`src/rtl/debug_host_pkg.sv`:
```
// Shared debug-host definitions: FSM state encoding, command codes
// and the expected response length of each command.
package debug_host_pkg;

    typedef enum logic [2:0] {
        ST_IDLE,
        ST_SEND,
        ST_WAIT_TX,
        ST_RECV,
        ST_FLUSH
    } state_t;

    localparam logic [7:0] CMD_REGISTERS  = 8'h01;
    localparam logic [7:0] CMD_IF_ID      = 8'h02;
    localparam logic [7:0] CMD_ID_EX      = 8'h03;
    localparam logic [7:0] CMD_EX_MEM     = 8'h04;
    localparam logic [7:0] CMD_MEM_WB     = 8'h05;
    localparam logic [7:0] CMD_MEMORY     = 8'h06;
    localparam logic [7:0] CMD_CTRL_FIRST = 8'h07;
    localparam logic [7:0] CMD_CTRL_LAST  = 8'h0D;

    localparam logic [7:0] LEN_REGISTERS = 8'd128;
    localparam logic [7:0] LEN_IF_ID     = 8'd4;
    localparam logic [7:0] LEN_ID_EX     = 8'd17;
    localparam logic [7:0] LEN_EX_MEM    = 8'd10;
    localparam logic [7:0] LEN_MEM_WB    = 8'd9;
    localparam logic [7:0] LEN_MEMORY    = 8'd4;
    localparam logic [7:0] LEN_CTRL      = 8'd0;

    // Control commands (07..0D) and unknown codes carry no response.
    function automatic logic [7:0] resp_len(input logic [7:0] cmd);
        case (cmd)
            CMD_REGISTERS: resp_len = LEN_REGISTERS;
            CMD_IF_ID:     resp_len = LEN_IF_ID;
            CMD_ID_EX:     resp_len = LEN_ID_EX;
            CMD_EX_MEM:    resp_len = LEN_EX_MEM;
            CMD_MEM_WB:    resp_len = LEN_MEM_WB;
            CMD_MEMORY:    resp_len = LEN_MEMORY;
            default:       resp_len = LEN_CTRL;
        endcase
    endfunction

endpackage

```
`src/rtl/debug_host_if.sv`:
```
// Command handshake and packed response word channel of debug_host.
// master: issues commands and consumes words; slave: the debug host.
interface debug_host_if #(
    parameter int WORD_BYTES = 4
);
    logic                    cmd_valid;
    logic [7:0]              cmd;
    logic [7:0]              cmd_len;
    logic                    cmd_ready;
    logic                    word_valid;
    logic [8*WORD_BYTES-1:0] word;
    logic                    word_last;

    modport master (
        output cmd_valid, cmd, cmd_len,
        input  cmd_ready, word_valid, word, word_last
    );

    modport slave (
        input  cmd_valid, cmd, cmd_len,
        output cmd_ready, word_valid, word, word_last
    );
endinterface

```
`src/rtl/debug_host_byte_packer.sv`:
```
// byte_packer: assembles little-endian bytes into words, zero-padding
// a short final word. Ports: i_clear drops the partial word,
// i_valid/i_byte/i_last feed bytes, o_word_* is a registered pulse.
module byte_packer #(
    parameter int WORD_BYTES = 4
) (
    input  logic                    i_clk,
    input  logic                    i_reset,
    input  logic                    i_clear,
    input  logic                    i_valid,
    input  logic [7:0]              i_byte,
    input  logic                    i_last,
    output logic                    o_word_valid,
    output logic [8*WORD_BYTES-1:0] o_word,
    output logic                    o_word_last
);
    localparam int IW = (WORD_BYTES > 1) ? $clog2(WORD_BYTES) : 1;
    localparam logic [IW-1:0] IDX_LAST = IW'(WORD_BYTES - 1);

    logic [8*WORD_BYTES-1:0] r_acc;
    logic [IW-1:0]           r_idx;
    logic [8*WORD_BYTES-1:0] w_merged;
    logic                    w_full;

    always_comb begin
        w_merged = r_acc;
        w_merged[8*r_idx +: 8] = i_byte;
    end

    assign w_full = (r_idx == IDX_LAST);

    // Accumulator restarts from zero after every emitted word, which
    // is what leaves the unfilled upper bytes of a short word at zero.
    always_ff @(posedge i_clk) begin
        if (i_reset) begin
            r_acc        <= '0;
            r_idx        <= '0;
            o_word       <= '0;
            o_word_valid <= 1'b0;
            o_word_last  <= 1'b0;
        end else begin
            o_word_valid <= 1'b0;
            o_word_last  <= 1'b0;
            if (i_clear) begin
                r_acc <= '0;
                r_idx <= '0;
            end else if (i_valid) begin
                if (w_full || i_last) begin
                    o_word       <= w_merged;
                    o_word_valid <= 1'b1;
                    o_word_last  <= i_last;
                    r_acc        <= '0;
                    r_idx        <= '0;
                end else begin
                    r_acc <= w_merged;
                    r_idx <= r_idx + IW'(1);
                end
            end
        end
    end

endmodule

```
`src/rtl/debug_host.sv`:
```
// debug_host: sends a command byte over the UART, then collects the
// response into packed words with an inter-byte timeout.
// Ports: io_bus (command/word channel), o_tx_*/i_tx_done (UART TX),
// i_rx_* (UART RX), o_busy, o_timeout and o_drop status pulses.
module debug_host
    import debug_host_pkg::*;
#(
    parameter int TIMEOUT_CYCLES = 65535,
    parameter int WORD_BYTES     = 4
) (
    input  logic       i_clk,
    input  logic       i_reset,
    debug_host_if.slave io_bus,
    output logic       o_tx_start,
    output logic [7:0] o_tx_data,
    input  logic       i_tx_done,
    input  logic       i_rx_valid,
    input  logic [7:0] i_rx_data,
    output logic       o_busy,
    output logic       o_timeout,
    output logic       o_drop
);
    localparam int TW = $clog2(TIMEOUT_CYCLES + 1);
    localparam logic [TW-1:0] TMO_LAST = TW'(TIMEOUT_CYCLES - 1);

    state_t                  r_state;
    logic [7:0]              r_cmd;
    logic [7:0]              r_len;
    logic [7:0]              r_count;
    logic [TW-1:0]           r_tmo;
    logic                    r_tx_start;
    logic                    r_busy;
    logic                    r_ready;
    logic                    r_timeout;
    logic                    r_drop;

    logic                    w_accept;
    logic                    w_rx_take;
    logic                    w_last_byte;
    logic                    w_expire;
    logic                    w_word_valid;
    logic [8*WORD_BYTES-1:0] w_word;
    logic                    w_word_last;

    assign w_accept    = io_bus.cmd_valid && (r_state == ST_IDLE);
    assign w_rx_take   = i_rx_valid && (r_state == ST_RECV);
    assign w_last_byte = (r_count == r_len - 8'd1);
    // A coincident byte always beats the timeout.
    assign w_expire    = (r_state == ST_RECV) && !i_rx_valid
                         && (r_tmo == TMO_LAST);

    always_ff @(posedge i_clk) begin
        if (i_reset) begin
            r_state    <= ST_IDLE;
            r_cmd      <= '0;
            r_len      <= '0;
            r_count    <= '0;
            r_tmo      <= '0;
            r_tx_start <= 1'b0;
            r_busy     <= 1'b0;
            r_ready    <= 1'b1;
            r_timeout  <= 1'b0;
            r_drop     <= 1'b0;
        end else begin
            r_tx_start <= 1'b0;
            r_timeout  <= 1'b0;
            r_drop     <= i_rx_valid && (r_state != ST_RECV);
            unique case (r_state)
                ST_IDLE: begin
                    if (w_accept) begin
                        r_cmd      <= io_bus.cmd;
                        r_len      <= io_bus.cmd_len;
                        r_state    <= ST_SEND;
                        r_tx_start <= 1'b1;
                        r_busy     <= 1'b1;
                        r_ready    <= 1'b0;
                    end
                end
                ST_SEND: r_state <= ST_WAIT_TX;
                ST_WAIT_TX: begin
                    if (i_tx_done) begin
                        r_count <= '0;
                        r_tmo   <= '0;
                        if (r_len != 8'd0) begin
                            r_state <= ST_RECV;
                        end else begin
                            r_state <= ST_IDLE;
                            r_busy  <= 1'b0;
                            r_ready <= 1'b1;
                        end
                    end
                end
                ST_RECV: begin
                    if (i_rx_valid) begin
                        r_tmo <= '0;
                        if (w_last_byte) r_state <= ST_FLUSH;
                        else r_count <= r_count + 8'd1;
                    end else if (w_expire) begin
                        r_timeout <= 1'b1;
                        r_state   <= ST_IDLE;
                        r_busy    <= 1'b0;
                        r_ready   <= 1'b1;
                    end else begin
                        r_tmo <= r_tmo + TW'(1);
                    end
                end
                ST_FLUSH: begin
                    r_state <= ST_IDLE;
                    r_busy  <= 1'b0;
                    r_ready <= 1'b1;
                end
                default: begin
                    r_state <= ST_IDLE;
                    r_busy  <= 1'b0;
                    r_ready <= 1'b1;
                end
            endcase
        end
    end

    byte_packer #(
        .WORD_BYTES (WORD_BYTES)
    ) u_packer (
        .i_clk        (i_clk),
        .i_reset      (i_reset),
        .i_clear      (w_accept || w_expire),
        .i_valid      (w_rx_take),
        .i_byte       (i_rx_data),
        .i_last       (w_last_byte),
        .o_word_valid (w_word_valid),
        .o_word       (w_word),
        .o_word_last  (w_word_last)
    );

    assign io_bus.cmd_ready  = r_ready;
    assign io_bus.word_valid = w_word_valid;
    assign io_bus.word       = w_word;
    assign io_bus.word_last  = w_word_last;
    assign o_tx_start        = r_tx_start;
    assign o_tx_data         = r_cmd;
    assign o_busy            = r_busy;
    assign o_timeout         = r_timeout;
    assign o_drop            = r_drop;

endmodule

```
`src/flat_wrapper.sv`:
```
// flat-port wrapper written by rule: the top's interface ports become plain ports
module debug_host_flat import debug_host_pkg::*;
#(
    parameter int TIMEOUT_CYCLES = 65535,
    parameter int WORD_BYTES     = 4
)
  (i_clk, i_reset, o_tx_start, o_tx_data, i_tx_done, i_rx_valid, i_rx_data, o_busy, o_timeout, o_drop, io_bus_cmd_valid, io_bus_cmd, io_bus_cmd_len, io_bus_cmd_ready, io_bus_word_valid, io_bus_word, io_bus_word_last);
  debug_host_if #(.WORD_BYTES(WORD_BYTES)) io_bus_i ();
  input  logic i_clk;
  input  logic i_reset;
  output logic o_tx_start;
  output logic [7:0] o_tx_data;
  input  logic i_tx_done;
  input  logic i_rx_valid;
  input  logic [7:0] i_rx_data;
  output logic o_busy;
  output logic o_timeout;
  output logic o_drop;
  input wire logic [$bits(io_bus_i.cmd_valid)-1:0] io_bus_cmd_valid;
  input wire logic [$bits(io_bus_i.cmd)-1:0] io_bus_cmd;
  input wire logic [$bits(io_bus_i.cmd_len)-1:0] io_bus_cmd_len;
  output wire logic [$bits(io_bus_i.cmd_ready)-1:0] io_bus_cmd_ready;
  output wire logic [$bits(io_bus_i.word_valid)-1:0] io_bus_word_valid;
  output wire logic [$bits(io_bus_i.word)-1:0] io_bus_word;
  output wire logic [$bits(io_bus_i.word_last)-1:0] io_bus_word_last;
  assign io_bus_i.cmd_valid = io_bus_cmd_valid;
  assign io_bus_i.cmd = io_bus_cmd;
  assign io_bus_i.cmd_len = io_bus_cmd_len;
  assign io_bus_cmd_ready = io_bus_i.cmd_ready;
  assign io_bus_word_valid = io_bus_i.word_valid;
  assign io_bus_word = io_bus_i.word;
  assign io_bus_word_last = io_bus_i.word_last;
  debug_host #(.TIMEOUT_CYCLES(TIMEOUT_CYCLES), .WORD_BYTES(WORD_BYTES)) u_core (.i_clk(i_clk), .i_reset(i_reset), .io_bus(io_bus_i), .o_tx_start(o_tx_start), .o_tx_data(o_tx_data), .i_tx_done(i_tx_done), .i_rx_valid(i_rx_valid), .i_rx_data(i_rx_data), .o_busy(o_busy), .o_timeout(o_timeout), .o_drop(o_drop));
endmodule
```
`config.mk`:
```
export PLATFORM = sky130hd
export DESIGN_NAME = debug_host_flat
export DESIGN_NICKNAME = d
export VERILOG_FILES = /design/src/rtl/debug_host_pkg.sv /design/src/rtl/debug_host_if.sv /design/src/rtl/debug_host_byte_packer.sv /design/src/rtl/debug_host.sv /design/src/flat_wrapper.sv
export SDC_FILE = /design/constraint.sdc
export NUM_CORES = 1
export LEC_CHECK = 0
export ABC_AREA = 0
export CORE_UTILIZATION = 55
export DETAILED_ROUTE_END_ITERATION = 10
export PLACE_DENSITY = 0.77
export SLEW_MARGIN = 30
export SYNTH_ARGS = -nofsm -noshare
export SYNTH_HDL_FRONTEND = slang
export SYNTH_HIERARCHICAL = 1
export SYNTH_SLANG_ARGS = --single-unit
```
`constraint.sdc`:
```
create_clock -name i_clk -period 4.4 [get_ports i_clk]
set_input_delay 0.44 -clock i_clk [delete_from_list [all_inputs] [get_ports i_clk]]
set_output_delay 0.44 -clock i_clk [all_outputs]
set_load 0.1 [all_outputs]
```
==> metrics.txt, run 1 <==
outcome completed; met1 usage 0.316; nature of the critical path startpoint flop; via count of the routed design about 4800; CP Class reg -> reg; die width around 100 um; dpl cells 769; Mapped Cells a little over 600; Critical Path Fanout Max 32; skew final approximately 0.0095 ns; clk sink count 116; Worst R2R End u_core/u_packer/o_word[17]$_SDFFE_PP0P_; post-route setup slack roughly 0.8 ns; min Tclk post-route ~3.6 ns; Synth async-reset ratio 0; DRT antenna net count 0; H-tree Lvls 4; Pre-Repair DR Iteration Count 5; final hold vios 0; Max stage delay on crit path 0.52 ns; Max-cap violations 0; max-slew violations 0; n_diodes 0; worst path cell trace inv_1, ha_1, or3b_4, or4_4, a2111oi_2, and3_1, or2_1, buf_4, and2_4, a311oi_2; top-area cell type share of the netlist area 0.411; Slew @ Worst Pin 0.989 ns; # rows 36; Hold Slack around 0.31 ns; CTS clk-pin slew, worst paths ~0.050 ns; Min-Delay Endpoint u_core/o_tx_start$_SDFF_PP0_; initial core utilization 0.573; Post-DP HPWL between 9000 and 10000 um; leak pwr roughly 2.4 nW; Crit-path slowest cell and2_4; Crit Reg-Reg Startpoint u_core/r_len[0]$_SDFFE_PP0P_; Num CTS Buffers 17; GR Layer Usage met3 0.0558; GRT overflow 0; register area share after synthesis 0.411; TNS Setup 0 ns; worst skew pair latency ~0.52 ns; Seq cells post-synth roughly 120; Cells on Worst Hold Path 2; DIE AREA 10700 sq um; drt drc 0; Chip Height between 100 and 150 um; RSZ-0062 raised after global routing false; Yosys top cell by area dfxtp_1; Core Box Area around 10000 sq um; top cells by area, synth dfxtp_1, a311oi_2, a21oi_1; drt total wl roughly 14000 um; WP data arrival slightly below 4 ns; top_reg_cell synth dfxtp_1; Syn Std Cell Area approximately 5700 sq um; # hold bufs at CTS 0; EDFF count, synth 0; first-pass GRT wire length between 20000 and 25000 um; beginning of the worst hold path i_reset; WL per Instance between 15 and 20 um; clock buffer depth 2; syn avg cell area about 9.3 sq um; CP startpoint u_core/r_len[0]$_SDFFE_PP0P_; pin count of the biggest net entering global routing about 50; Design Area, Final 6910 sq um; f_max 279 MHz; Netlist cell types 60; Post-CTS Setup Bufs 0; Via density about 6; post-route core utilization 0.701; CTS tree done; relative slew slack 0.339; share of layout cells above drive strength 1 0.141; Peak supply drop 290 uV; GR Util met2 0.460; GRT Total Usage 0.269; Area after DPL 6280 sq um; worst endpoint required time roughly 4.8 ns; pre-CTS setup slack about 0.82 ns; fin crit share 0.816; PD cells 421 nW/um^2; GRT Max-Usage Layer met2; clk root buf clkbuf_8; R2R cell count 10; post-CTS sizing 0; Crit. End Element flop; syn_nets approximately 650; Tot Pwr between 2 and 3 mW; Final #Nets a little under 700; Syn. warnings 6; Finish-stage setup viols 0; Hold Path Class in -> reg; Post-Layout Cell Count 800; GPL Wtd Cong 0.889; initial antenna violation count 0; FF-to-FF setup slack roughly 0.8 ns; synthesis-to-finish area growth 22.3%; # IOs between 70 and 80; IO Port Bufs 75; DRT iter0 DRCs 200; vias in the first global route 4500
==> power breakdown <==
part	switching [mW]	internal, mW	total, mW
Combinational	0.238	0.111	0.349
Clock	0.467	0.991	1.46
Sequential	0.0259	1.08	1.10
Total	0.731	2.18	2.91
==> final cells by class <==
class                   count  area [sq um]
inverters                  13          48.8
clock inverters             8           146
fillers                   757          2950
multi-input cells         427          2960
well taps                 133           166
clock buffers              23           487
flip-flops and latches    116          2320
repair buffers             80           783
==> Yosys cell counts (all sizes together) (2+ instances only) <==
| library cell | instances |
|---|---|
| nor3b | 6 |
| a21oi | 68 |
| a31oi | 5 |
| o211ai | 3 |
| and3 | 6 |
| xnor2 | 13 |
| or4 | 2 |
| a2bb2oi | 2 |
| and3b | 2 |
| nor2b | 7 |
| buf | 30 |
| nand4 | 13 |
| xor2 | 6 |
| a211oi | 10 |
| nor4 | 6 |
| and4 | 4 |
| or3 | 8 |
| or2 | 3 |
| nand2 | 54 |
| dfxtp | 116 |
| a211o | 2 |
| and2 | 5 |
| o21ai | 6 |
| nand2b | 27 |
| clkbuf | 19 |
| and2b | 8 |
| ha | 11 |
| nand3 | 34 |
| a21o | 3 |
| a22o | 32 |
| nor2 | 28 |
| a311oi | 27 |
| inv | 13 |
| nor3 | 9 |
| a31o | 8 |
==> layout by cell type (no fill, tap or decap), types with 5 or more instances in the layout <==
| master | Yosys | routed |
|---|---|---|
| dfxtp_1 | 116 | 116 |
| clkdlybuf4s50_1 | 0 | 74 |
| a21oi_1 | 64 | 64 |
| nand2_1 | 54 | 54 |
| nand3_1 | 34 | 34 |
| a22o_1 | 32 | 32 |
| nor2_1 | 28 | 28 |
| nand2b_1 | 27 | 27 |
| a311oi_2 | 22 | 22 |
| clkbuf_16 | 0 | 16 |
| inv_1 | 13 | 13 |
| xnor2_1 | 13 | 13 |
| nand4_1 | 13 | 13 |
| ha_1 | 11 | 11 |
| nor3_1 | 9 | 9 |
| and2b_2 | 8 | 8 |
| a211oi_2 | 8 | 8 |
| or3_1 | 7 | 7 |
| clkbuf_8 | 0 | 6 |
| xor2_1 | 6 | 6 |
| nor2b_1 | 7 | 6 |
| and3_1 | 6 | 6 |
| nor4_1 | 5 | 5 |
| a311oi_1 | 5 | 5 |
| buf_4 | 4 | 5 |
==> critical path: cells and delay by family, from the launching register on <==
kind	cells	cell delay, ns
flops	1	0.34
simple gates	5	1.97
compound gates	2	0.62
buf+inv	2	0.29
fa+ha+maj	1	0.20
==> cell families after synthesis <==
| group | synth area share |
|---|---|
| DFF | 0.411 |
| AOI/OAI and AO/OA | 0.246 |
| xor gates and xnor gates | 0.0294 |
| adders and majority gates | 0.0244 |
| buffers and inverters | 0.0658 |
| and+or+nand+nor | 0.224 |
==> state kept, by name, summed over array words and instances, names as in the netlist <==
name,cells
u_core/io_bus.cmd_ready,1
u_core/o_busy,1
u_core/o_drop,1
u_core/o_timeout,1
u_core/o_tx_data,8
u_core/o_tx_start,1
u_core/r_count,8
u_core/r_len,8
u_core/r_state,3
u_core/r_tmo,16
u_core/u_packer/o_word,32
u_core/u_packer/o_word_last,1
u_core/u_packer/o_word_valid,1
u_core/u_packer/r_acc,32
u_core/u_packer/r_idx,2
==> per-layer routing <==
metal	part of all wire	wire length, um
met2	0.50	6730
met5	0	0
met4	0.030	402
met3	0.045	612
met1	0.43	5840
==> worst max path at each step <==
stage | end | depth (start not counted)
6_report | u_core/u_packer/o_word[17]$_SDFFE_PP0P_ | 10
4_1_cts | u_core/u_packer/o_word[17]$_SDFFE_PP0P_ | 10
3_3_place_gp | u_core/u_packer/o_word[28]$_SDFFE_PP0P_ | 10
5_1_grt | u_core/u_packer/o_word[24]$_SDFFE_PP0P_ | 10
2_1_floorplan | u_core/u_packer/o_word[11]$_SDFFE_PP0P_ | 11
3_5_place_dp | u_core/u_packer/o_word[17]$_SDFFE_PP0P_ | 10
Power figures use the tool's default switching activity.
==> run 2, diff against run 1 <==
--- a/config.mk
+++ b/config.mk
@@ -6,9 +6,9 @@
 export NUM_CORES = 1
 export LEC_CHECK = 0
 export ABC_AREA = 0
-export CORE_UTILIZATION = 55
+export CORE_UTILIZATION = 50
 export DETAILED_ROUTE_END_ITERATION = 10
-export PLACE_DENSITY = 0.77
+export PLACE_DENSITY = 0.74
 export SLEW_MARGIN = 30
 export SYNTH_ARGS = -nofsm -noshare
 export SYNTH_HDL_FRONTEND = slang
==> constraint.sdc (replaced) <==
create_clock -name i_clk -period 3.1 [get_ports i_clk]
set_input_delay 0.31 -clock i_clk [delete_from_list [all_inputs] [get_ports i_clk]]
set_output_delay 0.31 -clock i_clk [all_outputs]
set_load 0.1 [all_outputs]
==> metrics.txt, run 2 (same netlist as run 1, synthesis figures left out) <==
H-tree Lvls 4; pre-CTS setup slack between 0.08 and 0.09 ns; number of fill cells 900; clk sink count around 120; Final #Nets 707; cell-internal power 2.99 mW; clock buffer depth 2; leak pwr approximately 2.4 nW; Hold Path Class in -> reg; TNS Setup 0 ns; Chip Height between 100 and 150 um; post-route setup slack about 0.12 ns; worst skew pair latency 0.41 ns; final hold vios 0; Finish-stage setup viols 0; Seq pwr share 0.387; n_diodes 0; GRT Total Usage 0.238; NetSw around 1.0 mW; pin count of the biggest net entering global routing 40; relative slew slack 0.339; # IOs 76; Hold Slack around 0.44 ns; worst endpoint required time between 3 and 4 ns; Pre-Repair DR Iteration Count 4; Peak supply drop 423 uV; commonest non-fill, non-tap cell in the layout dfxtp_1; die width ~110 um; nature of the critical path startpoint flop; WP data arrival ~3.3 ns; PD cells approximately 570 nW/um^2; DRT antenna net count 0; Slew @ Worst Pin 0.988 ns; share of layout cells above drive strength 1 0.160; drt total wl about 13000 um; Comb power frac 0.131; # rows 38; Clk pwr share 0.483; commonest cells after routing, fill and taps aside dfxtp_1, clkdlybuf4s50_1, a21oi_1, nand2_1, nand3_1; initial antenna violation count 0; DIE AREA ~12000 sq um; vias in the first global route 4428; min Tclk post-route about 3.0 ns; DRT iter0 DRCs 180; max-slew violations 0; WL per Instance 15.9 um; outcome completed; fin crit share 0.962; GRT overflow 0; Core Box Area between 10000 and 15000 sq um; Critical Path Fanout Max 8; CTS clk-pin slew, worst paths 0.05 ns; initial core utilization 0.517; via count of the routed design about 4700; top flop regs u_core/u_packer/o_word (32), u_core/u_packer/r_acc (32), u_core/r_tmo (16); RSZ-0062 raised after global routing false; GPL Wtd Cong just over 0.9; first-pass GRT wire length 21500 um; skew final 0.00588 ns; switch share 0.258; synthesis-to-finish area growth 24.2%; CP Class reg -> reg; Max-cap violations 0; # hold bufs at CTS 0; drt drc 0; CTS tree done; f_max approximately 340 MHz; IO Port Bufs 75; Num CTS Buffers 17; Via density slightly below 6; clk root buf clkbuf_16; Post-DP HPWL between 8000 and 9000 um; Crit. End Element flop
## run 2: cell types whose count changed in the layout (fill, tap and decap cells not counted), moves of 2 or more
cell | previous run | this run
buf_12 | 0 | 2
buf_4 | 5 | 15
clkbuf_8 | 6 | 2
clkinv_2 | 2 | 7
## run 2: power groups by stage
stage / sequential (mW) / clock, mW / combinational [mW]
after detailed placement: 1.59 / 0 / 0.513
after floorplan: 1.70 / 0 / 0.262
final: 1.56 / 1.95 / 0.527
after global routing: 1.56 / 2.06 / 0.564
after CTS: 1.56 / 1.98 / 0.517
after global placement: 1.59 / 0 / 0.503
## run 2: worst paths after layout
kind	startpoint	to	slack [ns]	cells past startpoint
max reg2reg	u_core/r_len[1]$_SDFFE_PP0P_	u_core/u_packer/r_acc[25]$_SDFFE_PP0P_	0.12	10
max	u_core/r_len[1]$_SDFFE_PP0P_	u_core/u_packer/r_acc[25]$_SDFFE_PP0P_	0.12	10
min	i_reset	u_core/u_packer/o_word_valid$_SDFF_PP0_	0.44	2
min reg2reg	u_core/o_tx_data[3]$_SDFFE_PP0P_	u_core/o_tx_data[3]$_SDFFE_PP0P_	0.46	2
## run 2: metal layers
| metal | track usage | part of all wire | routed length [um] | vias up |
|---|---|---|---|---|
| li1 | - | - | - | 2345 |
| met1 | 0.290 | 0.43 | 5670 | 2224 |
| met2 | 0.389 | 0.49 | 6390 | 137 |
| met3 | 0.0633 | 0.060 | 780 | 19 |
| met4 | 0.115 | 0.017 | 224 | 0 |
| met5 | 0 | 0 | 0 | - |
## run 2: final cells by class
cell class	count	area [sq um]	share of cell area
repair buffers	92	898	0.128
clock inverters	11	133	0.0189
inverters	13	48.8	0.00695
flip-flops and latches	116	2320	0.331
well taps	140	175	0.0249
clock buffers	21	460	0.0656
multi-input cells	427	2980	0.425
## run 2: timing repair
action                                  in CTS  in global routing
gates resized for setup                      0                  4
endpoints found under the setup margin       0                 64
setup buffers                                0                  0
## run 2: through the flow
step	power (mW)	util	area [sq um]	cells
CTS	4.06	0.640	7000	820
floorplan	1.96	-	5650	605
global route	4.19	0.642	7020	820
finish	4.04	0.642	7020	820
detailed placement	2.10	0.586	6410	788
global placement	2.09	0.586	6410	788
## run 2: worst max-delay path, cell delays in order, from the launching register on
cell       delay (ns)
dfxtp_1          0.33
inv_1            0.09
ha_1             0.16
or3b_4           0.40
or4_4            0.52
a2111oi_4        0.39
and3_4           0.26
nor4_1           0.05
buf_4            0.18
and4_1           0.28
a22o_1           0.20
==> run 3, diff against run 2 <==
--- a/config.mk
+++ b/config.mk
@@ -6,9 +6,9 @@
 export NUM_CORES = 1
 export LEC_CHECK = 0
 export ABC_AREA = 0
-export CORE_UTILIZATION = 50
+export CORE_UTILIZATION = 55
 export DETAILED_ROUTE_END_ITERATION = 10
-export PLACE_DENSITY = 0.74
+export PLACE_DENSITY = 0.77
 export SLEW_MARGIN = 30
 export SYNTH_ARGS = -nofsm -noshare
 export SYNTH_HDL_FRONTEND = slang
==> constraint.sdc (replaced) <==
create_clock -name i_clk -period 2.81 [get_ports i_clk]
set_input_delay 0.281 -clock i_clk [delete_from_list [all_inputs] [get_ports i_clk]]
set_output_delay 0.281 -clock i_clk [all_outputs]
set_load 0.1 [all_outputs]
==> metrics.txt, run 3 (same netlist as run 1, synthesis figures left out) <==
commonest cells after routing, fill and taps aside dfxtp_1, buf_4, a21oi_1, nand2_1, nand3_1; die width between 100 and 150 um; switch share 0.280; max-slew violations 0; drt total wl around 13000 um; IO Port Bufs 75; fin crit share 0.969; top flop regs u_core/u_packer/o_word (32), u_core/u_packer/r_acc (32), u_core/r_tmo (16); WL per Instance around 16 um; Cells on Worst Hold Path 2; WP data arrival about 3.1 ns; DRT antenna net count 0; Peak supply drop a little under 400 uV; Max-cap violations 0; f_max 367 MHz; leak pwr 2.51 nW; GRT overflow 0; commonest non-fill, non-tap cell in the layout dfxtp_1; n_diodes 0; vias in the first global route approximately 4600; clk sink count approximately 120; Chip Height 103 um; post-route setup slack 0.0878 ns; final hold vios 0; NetSw between 1 and 1.5 mW; Min-Delay Endpoint u_core/r_tmo[1]$_SDFFE_PP0P_; dpl cells ~790; Worst R2R End u_core/u_packer/r_acc[8]$_SDFFE_PP0P_; Comb power frac 0.137; Finish-stage setup viols 0; Slew @ Worst Pin roughly 0.85 ns; initial antenna violation count 0; # rows 36; via count of the routed design 4861; RSZ-0062 raised after global routing true; min Tclk post-route roughly 2.7 ns; GPL Wtd Cong 0.979; relative slew slack 0.432; beginning of the worst hold path i_reset; Clk pwr share 0.470; TNS Setup 0 ns; Core Box Area roughly 10000 sq um; pre-CTS setup slack -0.0223 ns; first-pass GRT wire length ~22000 um; outcome completed; CTS clk-pin slew, worst paths about 0.06 ns; initial core utilization 0.573; FF-to-FF setup slack roughly 0.088 ns; Seq pwr share 0.393; PD cells 626 nW/um^2; GRT Total Usage 0.262; Crit. End Element flop; Crit Reg-Reg Startpoint u_core/r_len[1]$_SDFFE_PP0P_; Final #Nets approximately 710; worst skew pair latency about 0.5 ns; Tot Pwr between 4 and 5 mW; Post-Layout Cell Count 820; Post-DP HPWL slightly above 9000 um; DRT iter0 DRCs around 240; DIE AREA ~11000 sq um; share of layout cells above drive strength 1 0.258; CTS tree done; Via density 5.93; Num CTS Buffers 17; clk root buf clkbuf_8; CP Class reg -> reg; H-tree Lvls 4; # IOs 76; Pre-Repair DR Iteration Count 5; worst endpoint required time approximately 3.2 ns; skew final between 0.01 and 0.015 ns; # hold bufs at CTS 0; drt drc 0; nature of the critical path startpoint flop; cell-internal power approximately 3.1 mW; synthesis-to-finish area growth 23.6%; R2R cell count 10; Critical Path Fanout Max 8; Hold Path Class in -> reg; clock buffer depth 2; pin count of the biggest net entering global routing 36
run 3: how the worst max path moves through the flow:
stage	from	to	cells past startpoint
after floorplan	u_core/r_len[0]$_SDFFE_PP0P_	u_core/u_packer/o_word[11]$_SDFFE_PP0P_	12
after global placement	u_core/r_len[0]$_SDFFE_PP0P_	u_core/u_packer/r_acc[28]$_SDFFE_PP0P_	10
after detailed placement	u_core/r_len[0]$_SDFFE_PP0P_	u_core/u_packer/r_acc[28]$_SDFFE_PP0P_	10
after CTS	u_core/r_len[0]$_SDFFE_PP0P_	u_core/u_packer/r_acc[21]$_SDFFE_PP0P_	10
after global routing	u_core/r_len[1]$_SDFFE_PP0P_	u_core/u_packer/o_word[25]$_SDFFE_PP0P_	10
final	u_core/r_len[1]$_SDFFE_PP0P_	u_core/u_packer/r_acc[8]$_SDFFE_PP0P_	10
run 3: per-layer routing:
layer | wire, um | global-route usage | vias up
met2 | 6640 | 0.460 | 192
met4 | 284 | 0.0997 | 0
met3 | 795 | 0.0645 | 36
met1 | 5620 | 0.306 | 2290
met5 | 0 | 0 | -
li1 | - | - | 2343
run 3: repair_timing:
item | CTS | global route
setup buffers | 0 | 2
endpoints found under the setup margin | 42 | 68
pin swaps | 1 | 0
resized for setup | 9 | 10
run 3: layout make-up:
cell class                 count  area [sq um]
sequential                   116          2320
multi-input combinational    427          3040
clock buffer                  17           414
timing repair buffer          99           833
fill                         715          2880
clock inverter                15           156
inverter                      13          48.8
tap                          133           166
run 3: stage by stage:
step	util	cell area [sq um]	hold WS [ns]
floorplan	-	5690	0.409
global placement	0.642	6340	0.443
global route	0.708	6980	0.312
detailed placement	0.642	6340	0.450
CTS	0.703	6940	0.274
finish	0.708	6980	0.274
run 3: power by group through the flow:
stage	Clock [mW]	Sequential, mW	Combinational, mW
finish	2.05	1.72	0.599
global route	2.18	1.72	0.643
CTS	2.08	1.72	0.584
detailed placement	0	1.75	0.574
global placement	0	1.75	0.562
floorplan	0	1.88	0.296
run 3: critical path, cell delays in order, from the launching register on:
cell       delay [ns]
dfxtp_2          0.32
inv_2            0.07
ha_4             0.13
or3b_4           0.40
or4_4            0.44
a2111oi_4        0.34
and3_4           0.26
buf_4            0.15
or3_4            0.14
a21oi_4          0.09
a22o_1           0.26
